$ cat src/rtl/cg_timer_pkg.sv
// Shared types and defaults for the common-goods down-counting timer.
// Keeps the state encoding in one place so the timer and its users agree.
package cg_timer_pkg;

  typedef enum logic [1:0] {
    IDLE = 2'd0,
    RUN  = 2'd1,
    HOLD = 2'd2
  } timer_state_e;

  localparam int DEFAULT_MISS_WIDTH = 8;

endpackage

$ cat src/rtl/cg_prescaler.sv
// Cycle divider: while enabled, emits a one-cycle tick every i_setting+1 cycles.
// i_clear returns the divider to zero and overrides counting.
module cg_prescaler #(
  parameter int WIDTH = 8
) (
  input  logic             i_clk,
  input  logic             i_rstn,
  input  logic             i_enable,
  input  logic [WIDTH-1:0] i_setting,
  input  logic             i_clear,
  output logic             o_tick
);

  logic [WIDTH-1:0] cnt_q;

  assign o_tick = i_enable && (cnt_q == i_setting);

  always_ff @(posedge i_clk or negedge i_rstn) begin
    if (!i_rstn) begin
      cnt_q <= '0;
    end else if (i_clear) begin
      cnt_q <= '0;
    end else if (i_enable) begin
      cnt_q <= o_tick ? '0 : cnt_q + WIDTH'(1);
    end
  end

endmodule

$ cat src/rtl/cg_down_timer.sv
// Programmable down-counting timer with reload, prescaler, one-shot/periodic
// modes and a valid/ready expiry event with a saturating missed-event counter.
module cg_down_timer
  import cg_timer_pkg::*;
#(
  parameter int DATA_WIDTH     = 32,
  parameter int PRESCALE_WIDTH = 8,
  parameter int MISS_WIDTH     = DEFAULT_MISS_WIDTH
) (
  input  logic                      i_clk,
  input  logic                      i_rstn,
  input  logic                      i_load,
  input  logic [DATA_WIDTH-1:0]     i_load_value,
  input  logic                      i_start,
  input  logic                      i_stop,
  input  logic                      i_periodic,
  input  logic [PRESCALE_WIDTH-1:0] i_prescale,
  input  logic                      i_clr_miss,
  output logic [DATA_WIDTH-1:0]     o_count,
  output logic                      o_running,
  output logic                      o_expire,
  output logic                      o_evt_valid,
  input  logic                      i_evt_ready,
  output logic [MISS_WIDTH-1:0]     o_miss_count,
  output timer_state_e              o_dbg_state
);

  // Event handshake: an event is transferred on any cycle where
  // o_evt_valid && i_evt_ready; o_evt_valid stays high until then.

  timer_state_e            state_q, state_d;
  logic [DATA_WIDTH-1:0]   count_q, reload_q;
  logic [MISS_WIDTH-1:0]   miss_q;
  logic                    expire_q, evt_valid_q;
  logic                    tick, expiry;

  cg_prescaler #(.WIDTH(PRESCALE_WIDTH)) u_prescaler (
    .i_clk     (i_clk),
    .i_rstn    (i_rstn),
    .i_enable  (state_q == RUN),
    .i_setting (i_prescale),
    .i_clear   (i_load || (state_q == IDLE)),
    .o_tick    (tick)
  );

  // A load wins over a same-cycle tick, so it also suppresses expiry.
  assign expiry = tick && (count_q == '0) && !i_load;

  always_ff @(posedge i_clk or negedge i_rstn) begin
    if (!i_rstn) state_q <= IDLE;
    else         state_q <= state_d;
  end

  always_comb begin
    state_d = state_q;
    case (state_q)
      IDLE, HOLD: if (i_start && !i_stop) state_d = RUN;
      RUN: begin
        if (expiry && !i_periodic) state_d = IDLE;
        else if (i_stop)           state_d = HOLD;
      end
      default: state_d = IDLE;
    endcase
  end

  always_ff @(posedge i_clk or negedge i_rstn) begin
    if (!i_rstn) begin
      count_q  <= '0;
      reload_q <= '0;
    end else if (i_load) begin
      count_q  <= i_load_value;
      reload_q <= i_load_value;
    end else if (tick) begin
      if (count_q != '0) count_q <= count_q - DATA_WIDTH'(1);
      else if (i_periodic) count_q <= reload_q;
    end
  end

  always_ff @(posedge i_clk or negedge i_rstn) begin
    if (!i_rstn) begin
      expire_q    <= 1'b0;
      evt_valid_q <= 1'b0;
      miss_q      <= '0;
    end else begin
      expire_q <= expiry;
      if (expiry)                          evt_valid_q <= 1'b1;
      else if (evt_valid_q && i_evt_ready) evt_valid_q <= 1'b0;
      // An expiry is only lost when the previous event is still unaccepted.
      if (i_clr_miss)
        miss_q <= '0;
      else if (expiry && evt_valid_q && !i_evt_ready && (miss_q != '1))
        miss_q <= miss_q + MISS_WIDTH'(1);
    end
  end

  assign o_count      = count_q;
  assign o_running    = (state_q == RUN);
  assign o_expire     = expire_q;
  assign o_evt_valid  = evt_valid_q;
  assign o_miss_count = miss_q;
  assign o_dbg_state  = state_q;

endmodule

$ cat config.mk
export PLATFORM = sky130hd
export DESIGN_NAME = cg_down_timer
export DESIGN_NICKNAME = d
export VERILOG_FILES = /design/src/rtl/cg_timer_pkg.sv /design/src/rtl/cg_prescaler.sv /design/src/rtl/cg_down_timer.sv
export SDC_FILE = /design/constraint.sdc
export NUM_CORES = 1
export LEC_CHECK = 0
export ABC_CLOCK_PERIOD_IN_PS = 3100
export CAP_MARGIN = 15
export CORE_MARGIN = 5
export CORE_UTILIZATION = 45
export DETAILED_ROUTE_END_ITERATION = 12
export PLACE_DENSITY_LB_ADDON = 0.12
export SYNTH_ARGS = -nofsm -noshare
export SYNTH_HDL_FRONTEND = slang
export SYNTH_SLANG_ARGS = --single-unit
$ cat constraint.sdc
create_clock -name i_clk -period 3.1 [get_ports i_clk]
set_clock_uncertainty 0.2 [all_clocks]
set_input_delay 0.465 -clock i_clk [delete_from_list [all_inputs] [get_ports i_clk]]
set_output_delay 0.465 -clock i_clk [all_outputs]
set_load 0.01 [all_outputs]
==> results.py <==
metrics = {
    "status": {
        "status": "finished clean",
    },
    "clocking": {
        "cts_setup_buffers": 0,
        "cts_buffers": 9,
        "htree_levels": 3,
        "cts_tree": "yes",
        "root_buffer": "clkbuf_8",
        "clock_sinks": 84,
        "clk_pin_slew_ns": 0.09,
        "cts_buffer_depth": 2,
        "clock_latency_ns": 0.38,
    },
    "grt": {
        "grt_pass1_wl_um": 24100,
        "grt_use_total": 0.235,
        "grt_max_degree": 85,
        "antenna_found_initial": 0,
        "grt_pass1_vias": 4537,
        "overflow": 0,
    },
    "layout": {
        "design.final.nets": 687,
        "final_cell_mix": "clkdlybuf4s50_1, dfrtp_1, o21ai_0, nand2_1, buf_4",
        "antennaDiodeCount": 0,
        "drive_gt1_frac": 0.114,
        "final_common_cell": "clkdlybuf4s50_1",
        "post-route-util": 0.602,
        "area_growth_pct": 30.7,
    },
    "route": {
        "routedWlPerCell_um": 18.8,
        "drt_drc_violations_left": 0,
        "routed_wl_um": 14600,
        "viasPerCell": 5.94,
        "vias": 4607,
        "drt_iter0_markers": 417,
        "postRouteAntennaNets": 0,
        "first_pass_iters": 5,
    },
    "critical_path": {
        "critical-path-max-stage-delay_ns": 0.58,
        "rrSetupSlack_ns": 0.24,
        "rr_endpoint": "o_count[24]",
        "path_buf_inv": 1,
        "worstPathCellList": "inv_1 > ha_1 > or4b_1 > or4_4 > or3_4 > nor2_1 > a21oi_1 > o221ai_1",
        "cp.required_ns": 3.19,
        "r2r_cells": 8,
        "path_delay_family": "simple AND/OR/NAND/NOR gates",
        "worstPathArrival_ns": 2.95,
        "reg2reg_from": "o_count[1]",
        "worst_path_max_delay_cell": "or4_4",
        "start_kind": "register",
        "crit_fanout": 7,
        "end_kind": "register",
        "crit_type": "reg -> reg",
    },
    "timing": {
        "tightest_slew_ns": 0.723,
        "final.setup.tns_ns": 0,
        "setup_viol": 0,
        "min_period_ns": 2.86,
        "fmax_ghz": 0.350,
        "fin_crit_sh": 0.921,
        "hold_viol_final": 0,
        "maxSlewViolCount": 0,
        "rsz0062_at_grt": "no",
        "max_slew_margin": 0.514,
    },
    "hold_path": {
        "min_from": "reload_q[7]",
        "hold_depth": 1,
        "holdPathEnd": "reload_q[7]",
        "worstHoldPathType": "reg -> reg",
    },
    "logic_synthesis": {
        "synth_edf_count": 0,
        "synthArstFlopShare": 1.00,
        "synth_xor_area_frac": 0.0350,
        "synth.area.mux_share": 0.0500,
        "synth-adder-area-share": 0.0105,
        "netlist_area_um2": 4760,
        "yosys.area_share.simple": 0.206,
        "ys.flop_type": "dfrtp_1",
        "synth_top_family_by_area": "simple AND/OR/NAND/NOR gates",
        "ys_seq_area_frac": 0.442,
        "yosysWarnings": 0,
        "ys_types": 61,
        "synth_compound_area_frac": 0.204,
        "syn_nets": 581,
        "synthCells": 529,
        "avgSynthCellArea_um2": 8.99,
        "synth-seq-cells": 84,
    },
    "placed_design": {
        "dp_hpwl_um": 10700,
        "gp_congestion": 0.922,
        "io_buffer_count": 92,
    },
    "floorplan": {
        "rows": 37,
        "die_x_um": 113,
        "ioPinCount": 93,
        "coreArea_um2": 10300,
        "die_height_um": 113,
        "start_util": 0.461,
        "dieArea_um2": 12700,
    },
    "pwr": {
        "peakVddDrop_mv": 0.240,
        "power_frac_clock": 0.313,
        "leakagePower_nw": 2.51,
        "p_seq_frac": 0.483,
        "power.internal_w": 0.00188,
        "netSwitchingPower_w": 0.000766,
        "p_sw_frac": 0.290,
        "p_comb_frac": 0.204,
        "p_per_area_nw_per_um2": 425,
    },
    "run": {
        "maxCapViolCount": 0,
    },
}
flip-flops by register name, summed over array words and instances (netlist names):
register	flops
o_count	32
reload_q	32
o_miss_count	8
u_prescaler.cnt_q	8
o_dbg_state	2
o_evt_valid	1
o_expire	1
layout make-up:
class	instances	area [um^2]
Multi-Input combinational cell	384	2430
Tap cell	136	170
Fill cell	936	4110
Clock inverter	3	45.0
Inverter	29	109
Timing Repair Buffer	127	1200
Sequential cell	84	2100
Clock buffer	13	159
power by group through the flow:
stage          clock network (W)  logic (W)  registers [W]
2_1_floorplan                  0   0.000221        0.00130
3_3_place_gp                   0   0.000528        0.00129
3_5_place_dp                   0   0.000535        0.00130
4_1_cts                 0.000838   0.000539        0.00127
5_1_grt                 0.000875   0.000590        0.00129
6_report                0.000827   0.000540        0.00128
synthesized netlist by cell type (all sizes together), types with 4 or more instances:
cell type	count	share of area
or3	9	0.013
nand2b	5	0.0066
mux2	14	0.033
a21oi	28	0.029
nand3	22	0.023
nor2	32	0.025
clkbuf	23	0.018
or4	10	0.016
a2bb2oi	5	0.0092
nand2	46	0.036
a211oi	4	0.0063
o211ai	6	0.0095
o31ai	7	0.011
ha	4	0.011
nor2b	5	0.0066
nor3	19	0.021
dfrtp	84	0.44
and2	5	0.0066
xnor2	16	0.029
a22o	4	0.0074
inv	29	0.023
a31oi	8	0.011
buf	9	0.011
o21ai	56	0.059
mux2i	8	0.017
and3	6	0.0079
nor4	14	0.021
a211o	4	0.0074
nand4	8	0.011
routing by layer:
metal | vias to the layer above | global-route usage | share of wire
li1 | 2168 | - | -
met1 | 2241 | 0.329 | 0.46
met2 | 168 | 0.362 | 0.46
met3 | 30 | 0.0508 | 0.062
met4 | 0 | 0.0785 | 0.019
met5 | - | 0 | 0
per-stage QoR:
| step | setup WS, ns | std cells | hold slack (ns) | area (um^2) | total power [W] |
|---|---|---|---|---|---|
| after global placement | 0.124 | 758 | 0.294 | 5970 | 0.00182 |
| after global routing | 0.0665 | 776 | 0.334 | 6210 | 0.00276 |
| after CTS | 0.143 | 774 | 0.119 | 6170 | 0.00265 |
| after detailed placement | 0.0991 | 758 | 0.299 | 5970 | 0.00183 |
| after floorplan | 0.339 | 529 | -0.0306 | 4760 | 0.00152 |
| final | 0.245 | 776 | 0.314 | 6210 | 0.00264 |
worst register-to-register path, cell delays in order, from the launching register on:
cell	delay, ns
dfrtp_1	0.44
inv_1	0.10
ha_1	0.17
or4b_1	0.54
or4_4	0.58
or3_4	0.38
nor2_1	0.10
a21oi_1	0.05
o221ai_1	0.21
logic make-up (layout without fill, tap and decap cells):
group | count (synthesis) | in the layout
buffers and inverters | 61 | 172
and+or+nand+nor | 188 | 188
xor gates and xnor gates | 19 | 19
AOI/OAI and AO/OA | 151 | 151
muxes | 22 | 22
DFF | 84 | 84
adders and majority gates | 4 | 4
timing repair:
action	in CTS	in global routing
endpoints found under the hold margin	0	43
endpoints found under the setup margin	0	8
hold buffers	0	1
gates resized for setup	0	3
how the worst max path moves through the flow:
stage | slack (ns) | end | cells past startpoint | start
2_1_floorplan | 0.34 | o_count[26] | 9 | o_count[0]
3_3_place_gp | 0.12 | o_count[8] | 7 | i_prescale[1]
3_5_place_dp | 0.1 | o_miss_count[7] | 7 | i_prescale[0]
4_1_cts | 0.14 | o_count[26] | 8 | o_count[1]
5_1_grt | 0.07 | o_count[26] | 8 | o_count[1]
6_report | 0.24 | o_count[24] | 8 | o_count[1]
No activity file was read; power rests on OpenSTA's default activity.
